`src/rtl/stopwatch_ctrl.sv`:
```
// Stopwatch control and timebase: 4-state FSM fed by debounced press pulses,
// 10 ms prescaler and a BCD MM:SS.cc counter with lap freeze and sticky overflow.
module stopwatch_ctrl #(
    parameter int unsigned TICK_DIV = 1000000
) (
    input  logic        CLK,
    input  logic        XRST,
    input  logic        START_P,
    input  logic        LAP_P,
    output logic [23:0] DISP_BCD,
    output logic        RUNNING,
    output logic        LAP_ACT,
    output logic        OVF,
    output logic        TICK
);

    typedef enum logic [1:0] {
        ST_IDLE = 2'd0,
        ST_RUN  = 2'd1,
        ST_LAP  = 2'd2,
        ST_STOP = 2'd3
    } state_t;

    localparam logic [19:0] TICK_LAST  = 20'(TICK_DIV - 32'd1);
    localparam logic [23:0] COUNT_LAST = 24'h595999;

    // Increment a {min10,min1,sec10,sec1,cs10,cs1} BCD value; digits rippling
    // only when every lower digit sits at its maximum, so codes stay legal.
    function automatic logic [23:0] bcd_inc(input logic [23:0] v);
        logic [23:0] r;
        logic        carry;
        logic [3:0]  dmax;
        r     = v;
        carry = 1'b1;
        for (int i = 0; i < 6; i++) begin
            dmax = ((i == 3) || (i == 5)) ? 4'd5 : 4'd9;
            if (carry) begin
                if (r[i*4 +: 4] >= dmax) begin
                    r[i*4 +: 4] = 4'd0;
                end else begin
                    r[i*4 +: 4] = r[i*4 +: 4] + 4'd1;
                    carry       = 1'b0;
                end
            end else begin
                r[i*4 +: 4] = r[i*4 +: 4];
            end
        end
        return r;
    endfunction

    state_t      state_r;
    state_t      state_nxt_s;
    logic [19:0] presc_r;
    logic [19:0] presc_nxt_s;
    logic [23:0] count_r;
    logic [23:0] count_nxt_s;
    logic [23:0] lap_latch_r;
    logic [23:0] lap_latch_nxt_s;
    logic        ovf_r;
    logic        ovf_nxt_s;
    logic        tick_r;
    logic        running_r;
    logic        lap_act_r;
    logic        lap_load_s;
    logic        clear_s;
    logic        counting_s;
    logic        tick_hit_s;

    // Next-state decode; START_P always takes priority over LAP_P.
    always_comb begin
        state_nxt_s = state_r;
        lap_load_s  = 1'b0;
        clear_s     = 1'b0;
        case (state_r)
            ST_IDLE: begin
                if (START_P) begin
                    state_nxt_s = ST_RUN;
                end else begin
                    state_nxt_s = ST_IDLE;
                end
            end
            ST_RUN: begin
                if (START_P) begin
                    state_nxt_s = ST_STOP;
                end else if (LAP_P) begin
                    state_nxt_s = ST_LAP;
                    lap_load_s  = 1'b1;
                end else begin
                    state_nxt_s = ST_RUN;
                end
            end
            ST_LAP: begin
                if (START_P) begin
                    state_nxt_s = ST_STOP;
                end else if (LAP_P) begin
                    state_nxt_s = ST_RUN;
                end else begin
                    state_nxt_s = ST_LAP;
                end
            end
            ST_STOP: begin
                if (START_P) begin
                    state_nxt_s = ST_RUN;
                end else if (LAP_P) begin
                    state_nxt_s = ST_IDLE;
                    clear_s     = 1'b1;
                end else begin
                    state_nxt_s = ST_STOP;
                end
            end
            default: begin
                state_nxt_s = ST_IDLE;
            end
        endcase
    end

    // Timebase and counter datapath; the prescaler only advances while counting.
    always_comb begin
        counting_s      = (state_r == ST_RUN) || (state_r == ST_LAP);
        tick_hit_s      = counting_s && (presc_r == TICK_LAST);
        presc_nxt_s     = presc_r;
        count_nxt_s     = count_r;
        ovf_nxt_s       = ovf_r;
        lap_latch_nxt_s = lap_latch_r;
        if (clear_s) begin
            presc_nxt_s = 20'd0;
            count_nxt_s = 24'd0;
            ovf_nxt_s   = 1'b0;
        end else if (tick_hit_s) begin
            presc_nxt_s = 20'd0;
            count_nxt_s = bcd_inc(count_r);
            if (count_r == COUNT_LAST) begin
                ovf_nxt_s = 1'b1;
            end else begin
                ovf_nxt_s = ovf_r;
            end
        end else if (counting_s) begin
            presc_nxt_s = presc_r + 20'd1;
        end else begin
            presc_nxt_s = presc_r;
        end
        if (lap_load_s) begin
            lap_latch_nxt_s = count_r;
        end else begin
            lap_latch_nxt_s = lap_latch_r;
        end
    end

    // State and datapath registers; status flags registered alongside the state.
    always_ff @(posedge CLK) begin
        if (XRST) begin
            state_r     <= ST_IDLE;
            presc_r     <= 20'd0;
            count_r     <= 24'd0;
            lap_latch_r <= 24'd0;
            ovf_r       <= 1'b0;
            tick_r      <= 1'b0;
            running_r   <= 1'b0;
            lap_act_r   <= 1'b0;
        end else begin
            state_r     <= state_nxt_s;
            presc_r     <= presc_nxt_s;
            count_r     <= count_nxt_s;
            lap_latch_r <= lap_latch_nxt_s;
            ovf_r       <= ovf_nxt_s;
            tick_r      <= tick_hit_s;
            running_r   <= (state_nxt_s == ST_RUN) || (state_nxt_s == ST_LAP);
            lap_act_r   <= (state_nxt_s == ST_LAP);
        end
    end

    assign DISP_BCD = lap_act_r ? lap_latch_r : count_r;
    assign RUNNING  = running_r;
    assign LAP_ACT  = lap_act_r;
    assign OVF      = ovf_r;
    assign TICK     = tick_r;

endmodule

```
`config.mk`:
```
export PLATFORM = sky130hd
export DESIGN_NAME = stopwatch_ctrl
export DESIGN_NICKNAME = d
export VERILOG_FILES = /design/src/rtl/stopwatch_ctrl.sv
export SDC_FILE = /design/constraint.sdc
export NUM_CORES = 1
export LEC_CHECK = 0
export BUFFER_PORTS_ARGS = -buffer_cell sky130_fd_sc_hd__buf_2
export CAP_MARGIN = 20
export CORE_ASPECT_RATIO = 1.1
export CORE_MARGIN = 2
export CORE_UTILIZATION = 59
export CTS_CLUSTER_SIZE = 30
export DETAILED_ROUTE_END_ITERATION = 6
export GPL_TIMING_DRIVEN = 0
export PLACE_DENSITY_LB_ADDON = 0.25
export SETUP_SLACK_MARGIN = 0.15
export SLEW_MARGIN = 20
export SYNTH_ARGS = -nofsm -noshare
export SYNTH_HDL_FRONTEND = slang
export SYNTH_SLANG_ARGS = --single-unit
```
`constraint.sdc`:
```
create_clock -name CLK -period 3 [get_ports CLK]
set_input_delay 0.15 -clock CLK [delete_from_list [all_inputs] [get_ports CLK]]
set_output_delay 0.15 -clock CLK [all_outputs]
set_load 0.05 [all_outputs]
```
==> reports/qor.yml <==
ys_ff_latch: 74
min_to: "state_r[0]"
cts_max_level: 3
drive_above_1_share_pct: 13.9
synth_compound_area_share_pct: 12.1
end_kind: "flop"
synth_nets: 484
fp.dieW_um: 80.2
hold_buffers: 0
r2r_start: "state_r[0]"
synth_edf_count: 0
worst_r2r_endpoint: "count_r[6]"
area_growth_pct: 12.6
fin_total_pwr_mw: 1.92
hp-class: "input port to flop"
grt_pass1_wl_um: 14300
routed_wl_um: 8690
dp_hpwl_um: 6310
start_kind: "flop"
drc: 0
wl_per_cell_um: 14.9
hold_path_startpoint: "START_P"
nets: 526
ctsLongestPathBuffers: 2
yosysSeqAreaShare_pct: 39.4
setup_tns_ns: 0
maxSlewHeadroom_pct: 51.3
worst_slew_pin_slew_ns: 0.723
finalMaxSlewViolations: 0
ioPinCount: 32
cts_setup_buffers: 0
grt_antenna_before_repair: 0
ys.flop_type: "dfxtp_1"
clock_sinks: 74
period_minus_slack_ns: 2.52
rsz0062_at_grt: "no"
final-setup-viol-count: 0
fp.dieArea_um2: 7030
async_flop_share_pct: 0
crit_required_ns: 3.28
arrival_ns: 2.80
track_usage_pct: 25.9
clk_pin_slew_ns: 0.08
clk_latency_ns: 0.34
synth.area.mux_share_pct: 5.25
status: "complete, no violations"
p_leak_nw: 1.62
io_buffers: 31
routabilityCongestion: 0.905
fp-row-count: 30
core_area_um2: 6160
ys_warn_count: 0
syn-mean-instance-area_um2: 8.25
peakVddDrop_v: 0.000359
hold_path_depth: 3
grt_start_max_net_pins: 13
start_util_pct: 61.1
yosysUniqueCellTypes: 46
reg2reg_slack_ns: 0.48
drv_cap: 0
powerDensity_nw_per_um2: 454
drtAntennaViolNets: 0
viasPerCell: 5.73
fmax_mhz: 396
cp_max_fo: 7
hold_viol: 0
drt_iter0_markers: 149
finalCritPeriodShare_pct: 84.1
grt_pass1_vias: 3194
reg2reg_depth: 8
synth_xor_area_share_pct: 4.42
antennaDiodeCount: 0
grt-ovfl-total: 0
vias: 3340
synth-simple-area-share_pct: 27.0
netlist_area_um2: 3760
synth_adder_area_share_pct: 7.98
fin_worst_skew_ns: 0.00829
synth_top_family_by_area: "simple AND/OR/NAND/NOR gates"
worstSetupPathType: "flop to flop"
cts_buffers: 9
synth_cells: 456
fp.dieH_um: 87.8
cts_root_buf: "clkbuf_8"
cts_resized: 0
drt-pass1-iter-count: 5
cts_tree: "done"
[cell type report]
| type | instances | area, um^2 |
|---|---|---|
| timing repair buffer | 31 | 155 |
| inverter | 19 | 71.3 |
| multi-input combinational | 343 | 2130 |
| sequential | 74 | 1480 |
| clock buffer | 10 | 138 |
| buffer | 20 | 76.3 |
| tap | 80 | 100 |
| clock inverter | 6 | 80.1 |
| fill | 494 | 1920 |
[synthesized netlist by cell type (all sizes together), types with 4 or more instances]
cell | n | share of area (%)
a21oi | 41 | 5.5
and3 | 6 | 1.0
clkbuf | 19 | 1.9
dfxtp | 74 | 39
ha | 24 | 8.0
inv | 19 | 1.9
mux2 | 14 | 4.2
mux2i | 4 | 1.1
nand2 | 79 | 7.9
nand2b | 4 | 0.66
nand3 | 19 | 2.7
nand4 | 13 | 2.3
nor2 | 41 | 4.1
nor3 | 11 | 1.5
nor3b | 6 | 1.2
nor4 | 6 | 1.0
o21ai | 19 | 2.5
xnor2 | 8 | 1.9
xor2 | 11 | 2.6
[cells in the final DEF, fill, tap and decap left out, types with 6 or more instances in the layout]
cell type	synthesis	layout
a21oi_1	41	41
and3_1	6	6
buf_2	1	32
clkbuf_1	19	19
clkbuf_8	0	10
dfxtp_1	74	74
ha_1	24	24
inv_1	19	19
mux2_2	14	14
nand2_1	79	79
nand3_1	18	18
nand4_1	12	12
nor2_1	41	41
nor3_1	11	11
nor3b_1	6	6
nor4_1	6	6
o21ai_0	19	19
xnor2_1	8	8
xor2_1	11	11
[metal layers]
metal,vias up,track usage [%],wire length [um]
li1,1667,-,-
met4,0,14.5,284
met3,26,3.51,330
met5,-,0,0
met2,83,44.5,4270
met1,1564,31.1,3810
[cells by family after synthesis]
group / after synthesis
DFF: 74
AOI/OAI and AO/OA: 79
buffers and inverters: 39
adders and majority gates: 24
xor gates and xnor gates: 19
and+or+nand+nor: 203
muxes: 18
[power breakdown]
part | switching, mW | internal [mW]
Sequential | 0.00702 | 0.988
Combinational | 0.0577 | 0.0228
Clock | 0.362 | 0.485
Total | 0.426 | 1.50
[critical path: stages (launching register included)]
cell and delay, ns:
dfxtp_1 0.37, inv_1 0.07, ha_1 0.27, buf_2 0.17
and2_1 0.27, nand4_2 0.20, or4b_1 0.57, or3b_1 0.39
a21oi_1 0.15
[through the flow]
stage          std cells  area, um^2  hold WS, ns  utilization, %  worst slack [ns]
2_1_floorplan        456        3760        0.320               -             0.774
3_3_place_gp         567        4020        0.438            65.3             0.585
4_1_cts              583        4240        0.151            68.8             0.474
5_1_grt              583        4240        0.171            68.8             0.269
3_5_place_dp         567        4020        0.445            65.3             0.489
6_report             583        4240        0.160            68.8             0.476
[worst max-delay path by stage]
stage	startpoint	end	slack (ns)	cells past startpoint
floorplan	state_r[0]	count_r[6]	0.77	8
global placement	state_r[0]	count_r[6]	0.59	8
detailed placement	state_r[0]	count_r[6]	0.49	8
CTS	state_r[1]	count_r[6]	0.47	8
global route	count_r[0]	count_r[23]	0.27	8
finish	state_r[0]	count_r[6]	0.48	8
[sequential cells by signal, summed over array words and instances, names as in the netlist]
register and flops:
TICK 1, presc_r 20, lap_latch_r 24, state_r 2, LAP_ACT 1, OVF 1
RUNNING 1, count_r 24
Power figures use the tool's default switching activity.
